File: config.mk
export PLATFORM = sky130hd
export DESIGN_NAME = btn_debounce_step
export DESIGN_NICKNAME = d
export VERILOG_FILES = /design/src/rtl/btn_debounce_step.sv
export SDC_FILE = /design/constraint.sdc
export NUM_CORES = 1
export LEC_CHECK = 0
export CAP_MARGIN = 20
export CORE_MARGIN = 10
export CORE_UTILIZATION = 45
export CTS_BUF_LIST = sky130_fd_sc_hd__clkbuf_8
export DETAILED_ROUTE_END_ITERATION = 8
export SYNTH_ARGS = -nofsm -noshare
export SYNTH_HDL_FRONTEND = slang
export SYNTH_SLANG_ARGS = --single-unit
File: constraint.sdc
create_clock -name clk -period 1.9 [get_ports clk]
set_input_delay 0.38 -clock clk [delete_from_list [all_inputs] [get_ports clk]]
set_output_delay 0.38 -clock clk [all_outputs]
set_load 0.005 [all_outputs]
File: src/rtl/btn_debounce_step.sv
// rtl/btn_debounce_step.sv - push-button synchroniser, debouncer and step/auto-repeat pulse generator
// Feeds step_pulse to the single-step clock-enable FSM.
module btn_debounce_step #(
  parameter int unsigned DEBOUNCE_CYCLES = 1000000,
  parameter int unsigned REPEAT_DELAY    = 50000000,
  parameter int unsigned REPEAT_PERIOD   = 10000000,
  parameter int unsigned CNT_W           = 26
) (
  input  logic clk,
  input  logic rst,
  input  logic btn_raw,
  input  logic repeat_en,
  output logic btn_level,
  output logic press_pulse,
  output logic release_pulse,
  output logic step_pulse
);

  localparam logic [CNT_W-1:0] CNT_ZERO = '0;
  localparam logic [CNT_W-1:0] CNT_ONE  = CNT_W'(1);
  localparam logic [CNT_W-1:0] DB_LAST  = CNT_W'(DEBOUNCE_CYCLES - 1);
  localparam logic [CNT_W-1:0] DEL_LAST = CNT_W'(REPEAT_DELAY - 1);
  localparam logic [CNT_W-1:0] PER_LAST = CNT_W'(REPEAT_PERIOD - 1);

  typedef enum logic [1:0] {
    ST_LOW  = 2'd0,
    ST_RISE = 2'd1,
    ST_HIGH = 2'd2,
    ST_FALL = 2'd3
  } state_t;

  state_t           state_q, state_d;
  logic             s1_q, s1_d;
  logic             btn_s_q, btn_s_d;
  logic [CNT_W-1:0] dcnt_q, dcnt_d;
  logic [CNT_W-1:0] rcnt_q, rcnt_d;
  logic             armed_q, armed_d;
  logic             level_q, level_d;
  logic             press_q, press_d;
  logic             release_q, release_d;
  logic             step_q, step_d;
  logic [CNT_W-1:0] rep_limit;

  // First auto-step waits the long delay; later ones use the short period.
  assign rep_limit = armed_q ? PER_LAST : DEL_LAST;

  always_comb begin
    s1_d      = btn_raw;
    btn_s_d   = s1_q;
    state_d   = state_q;
    dcnt_d    = dcnt_q;
    rcnt_d    = rcnt_q;
    armed_d   = armed_q;
    level_d   = level_q;
    press_d   = 1'b0;
    release_d = 1'b0;
    step_d    = 1'b0;

    case (state_q)
      ST_LOW: begin
        if (btn_s_q) begin
          state_d = ST_RISE;
          dcnt_d  = CNT_ONE;
        end
      end

      ST_RISE: begin
        if (!btn_s_q) begin
          state_d = ST_LOW;
          dcnt_d  = CNT_ZERO;
        end else if (dcnt_q == DB_LAST) begin
          state_d = ST_HIGH;
          dcnt_d  = CNT_ZERO;
          level_d = 1'b1;
          press_d = 1'b1;
          step_d  = 1'b1;
          rcnt_d  = CNT_ZERO;
          armed_d = 1'b0;
        end else begin
          dcnt_d = dcnt_q + CNT_ONE;
        end
      end

      ST_HIGH: begin
        if (!btn_s_q) begin
          state_d = ST_FALL;
          dcnt_d  = CNT_ONE;
        end
        // Disabling repeat forces a full delay when it is switched back on.
        if (!repeat_en) begin
          rcnt_d  = CNT_ZERO;
          armed_d = 1'b0;
        end else if (rcnt_q == rep_limit) begin
          step_d  = 1'b1;
          rcnt_d  = CNT_ZERO;
          armed_d = 1'b1;
        end else begin
          rcnt_d = rcnt_q + CNT_ONE;
        end
      end

      ST_FALL: begin
        // Repeat count is frozen here so a bounce back to HIGH resumes it.
        if (btn_s_q) begin
          state_d = ST_HIGH;
          dcnt_d  = CNT_ZERO;
        end else if (dcnt_q == DB_LAST) begin
          state_d   = ST_LOW;
          dcnt_d    = CNT_ZERO;
          level_d   = 1'b0;
          release_d = 1'b1;
          rcnt_d    = CNT_ZERO;
          armed_d   = 1'b0;
        end else begin
          dcnt_d = dcnt_q + CNT_ONE;
        end
      end

      default: begin
        state_d = ST_LOW;
      end
    endcase
  end

  always_ff @(posedge clk) begin
    if (rst) begin
      s1_q      <= 1'b0;
      btn_s_q   <= 1'b0;
      state_q   <= ST_LOW;
      dcnt_q    <= CNT_ZERO;
      rcnt_q    <= CNT_ZERO;
      armed_q   <= 1'b0;
      level_q   <= 1'b0;
      press_q   <= 1'b0;
      release_q <= 1'b0;
      step_q    <= 1'b0;
    end else begin
      s1_q      <= s1_d;
      btn_s_q   <= btn_s_d;
      state_q   <= state_d;
      dcnt_q    <= dcnt_d;
      rcnt_q    <= rcnt_d;
      armed_q   <= armed_d;
      level_q   <= level_d;
      press_q   <= press_d;
      release_q <= release_d;
      step_q    <= step_d;
    end
  end

  assign btn_level     = level_q;
  assign press_pulse   = press_q;
  assign release_pulse = release_q;
  assign step_pulse    = step_q;

endmodule

==> results of run 1 <==
[layer usage]
metal / up-vias / track usage / wire length, um
met5: - / 0 / 0
met4: 0 / 0.0503 / 108
li1: 1680 / - / -
met1: 1576 / 0.199 / 4130
met2: 46 / 0.282 / 4510
met3: 9 / 0.0317 / 247
[sequential cells by signal, summed over array words and instances (netlist names), named ones only]
register	count
dcnt_q	26
rcnt_q	26
armed_q	1
btn_level	1
btn_s_d	1
btn_s_q	1
press_pulse	1
release_pulse	1
state_q	1
step_pulse	1
[timing repair]
action	in CTS	in global routing
pin swaps	5	9
cloned	0	1
resized for setup	9	23
endpoints found under the setup margin	24	40
[logic make-up after synthesis]
kind of cell | synth area share
AO/OA/AOI/OAI | 0.166
XOR/XNOR | 0.0502
adder cells (fa/ha/maj) | 0.0264
buffers and inverters | 0.0411
flip-flops | 0.368
multiplexers | 0.0158
AND/OR/NAND/NOR | 0.332
[per-stage QoR]
step,cells,setup TNS (ns)
3_3_place_gp,580,-1.67
6_report,596,-0.307
5_1_grt,596,-2.75
2_1_floorplan,399,-0.109
3_5_place_dp,580,-1.49
4_1_cts,595,-0.269
[final cells by class]
cell class	count	area [um^2]
Fill cell	657	2650
Multi-Input combinational cell	307	2140
Sequential cell	61	1220
Timing Repair Buffer	102	817
Clock buffer	10	138
Tap cell	99	124
Clock inverter	5	76.3
Inverter	12	45.0
[worst max-delay path: stages, from the launching register on]
cell     delay, ns
dfxtp_2       0.35
inv_2         0.04
ha_2          0.18
mux2i_2       0.18
buf_4         0.14
o21ai_2       0.06
or3_4         0.39
buf_4         0.15
o31ai_1       0.26
a21oi_2       0.09
[path summary, 6_finish.rpt]
path,end,startpoint,slack [ns],depth (start not counted)
hold / removal,btn_s_q,btn_s_d,0.43,1
setup reg to reg,rcnt_q[9],flip-flop,-0.05,9
setup / recovery,rcnt_q[9],flip-flop,-0.05,9
hold reg to reg,btn_s_q,btn_s_d,0.43,1
[placed cells by master (no fill, tap or decap), drive strengths merged, types with 3 or more instances in the layout]
| cell | instances |
|---|---|
| a21oi | 35 |
| and3 | 3 |
| and4 | 7 |
| buf | 95 |
| clkbuf | 10 |
| clkdlybuf4s50 | 7 |
| dfxtp | 61 |
| ha | 7 |
| inv | 13 |
| mux2i | 3 |
| nand2 | 33 |
| nand3 | 27 |
| nand4 | 23 |
| nand4b | 3 |
| nor2 | 35 |
| nor2b | 5 |
| nor3 | 7 |
| nor4 | 7 |
| nor4b | 4 |
| o21ai | 19 |
| o31ai | 16 |
| o32ai | 3 |
| or3 | 13 |
| or4 | 16 |
| xnor2 | 8 |
| xor2 | 11 |
[power by group]
| group | switching, uW | internal [uW] |
|---|---|---|
| Combinational | 242 | 166 |
| Clock | 524 | 760 |
| Sequential | 10.5 | 1290 |
==> reports/qor.txt, run 1 <==
failing checks = negative setup slack
Top FF cell, synth = dfxtp_1
Clock Skew = 0.0108 ns
vias in the first global route = 3222
gr usage total = 0.163
post-CTS setup buffers = 0
CP Capture Type = flip-flop
EDFF count, synth = 0
P_leak = 0.00159 uW
pre-CTS WS = -0.0917 ns
asr flop ratio synth = 0
crit path launch type = flip-flop
CTS tree = yes
Final setup viols = 18
Rows = 31
Vias = 3311
Seq/Total Area, Yosys = 0.368
final wirelength = 9000 um
Yosys cell types = 51
top post-synthesis cells by count = dfxtp_1, nor2_1, nand2_1
Gate Count Post-Synth = 399
Setup Crit Path Kind = reg -> reg
share of Yosys cell area claimed by the top area cell type = 0.368
total CTS buffers = 9
worst skew pair latency = 0.35 ns
worst path required time = 2.13 ns
CTS max path bufs = 2
Nets = 504
largest net degree at the start of global routing = 35
detailed router's first-iteration violation count = 147
Wirelength per Cell = 15.1 um
gpl congestion = 0.907
worst hold path type = reg -> reg
VDD IR max = 516 uV
Antenna Cells = 0
RSZ-0062 raised after global routing = yes
maximum capacitance violations = 0
Power Dens Cells = 656 nW/um^2
die span in x = 106 um
first-pass GRT wire length = 15300 um
min Tclk post-route = 1.95 ns
Final Hold Viols = 0
synth-to-layout area growth = 37.6%
Yosys warning total = 0
Final Instance Area = 4560 um^2
final design utilization = 0.633
gr ovfl total = 0
crit path DAT = 2.19 ns
antenna viol nets, final = 0
dpl cell area = 4210 um^2
hold buffers post-CTS = 0
die area = 11200 um^2
WHS = 0.432 ns
Via-to-Cell Ratio = 5.56
most numerous cell in the Yosys netlist = dfxtp_1
cell taking the most area after synthesis = dfxtp_1
Fmax achieved = 0.512 GHz
fin worst setup slack = -0.0516 ns
Max-slew headroom = 0.774
Initial Util = 0.460
port bufs = 7
Post-Syn Nets = 410
Synth Register Bits = 61
router iterations before antenna repair = 4
clock root buffer = clkbuf_8
Crit Path Max Fanout = 5
CTS HTree Levels = 3
Post-route DRC = 0
share of post-route cells with drive strength above 1 = 0.328
synth top area cells = dfxtp_1, a21oi_1, nand4_1
post-DP HPWL = 6490 um
Max Slew Vio Count = 0
Clock transition at path regs = 0.07 ns
Mapped Area = 3320 um^2
worst-margin pin slew = 0.337 ns
Chip Height = 106 um
core area = 7210 um^2
initial antenna violation count = 0
period utilization = 1.03
I/O pin count = 8
total power draw = 2990 uW
Num Clock Sinks = 61
syn_area_per_cell = 8.31 um^2
status = complete, but fails checks
Power figures use the tool's default switching activity.
==> run 2: changes to the inputs <==
--- a/config.mk
+++ b/config.mk
@@ -10,6 +10,7 @@
 export CORE_UTILIZATION = 45
 export CTS_BUF_LIST = sky130_fd_sc_hd__clkbuf_8
 export DETAILED_ROUTE_END_ITERATION = 8
+export SLEW_MARGIN = 20
 export SYNTH_ARGS = -nofsm -noshare
 export SYNTH_HDL_FRONTEND = slang
 export SYNTH_SLANG_ARGS = --single-unit
==> results of run 2 <==
Final layout, timing and power as in run 1 (identical DEF).
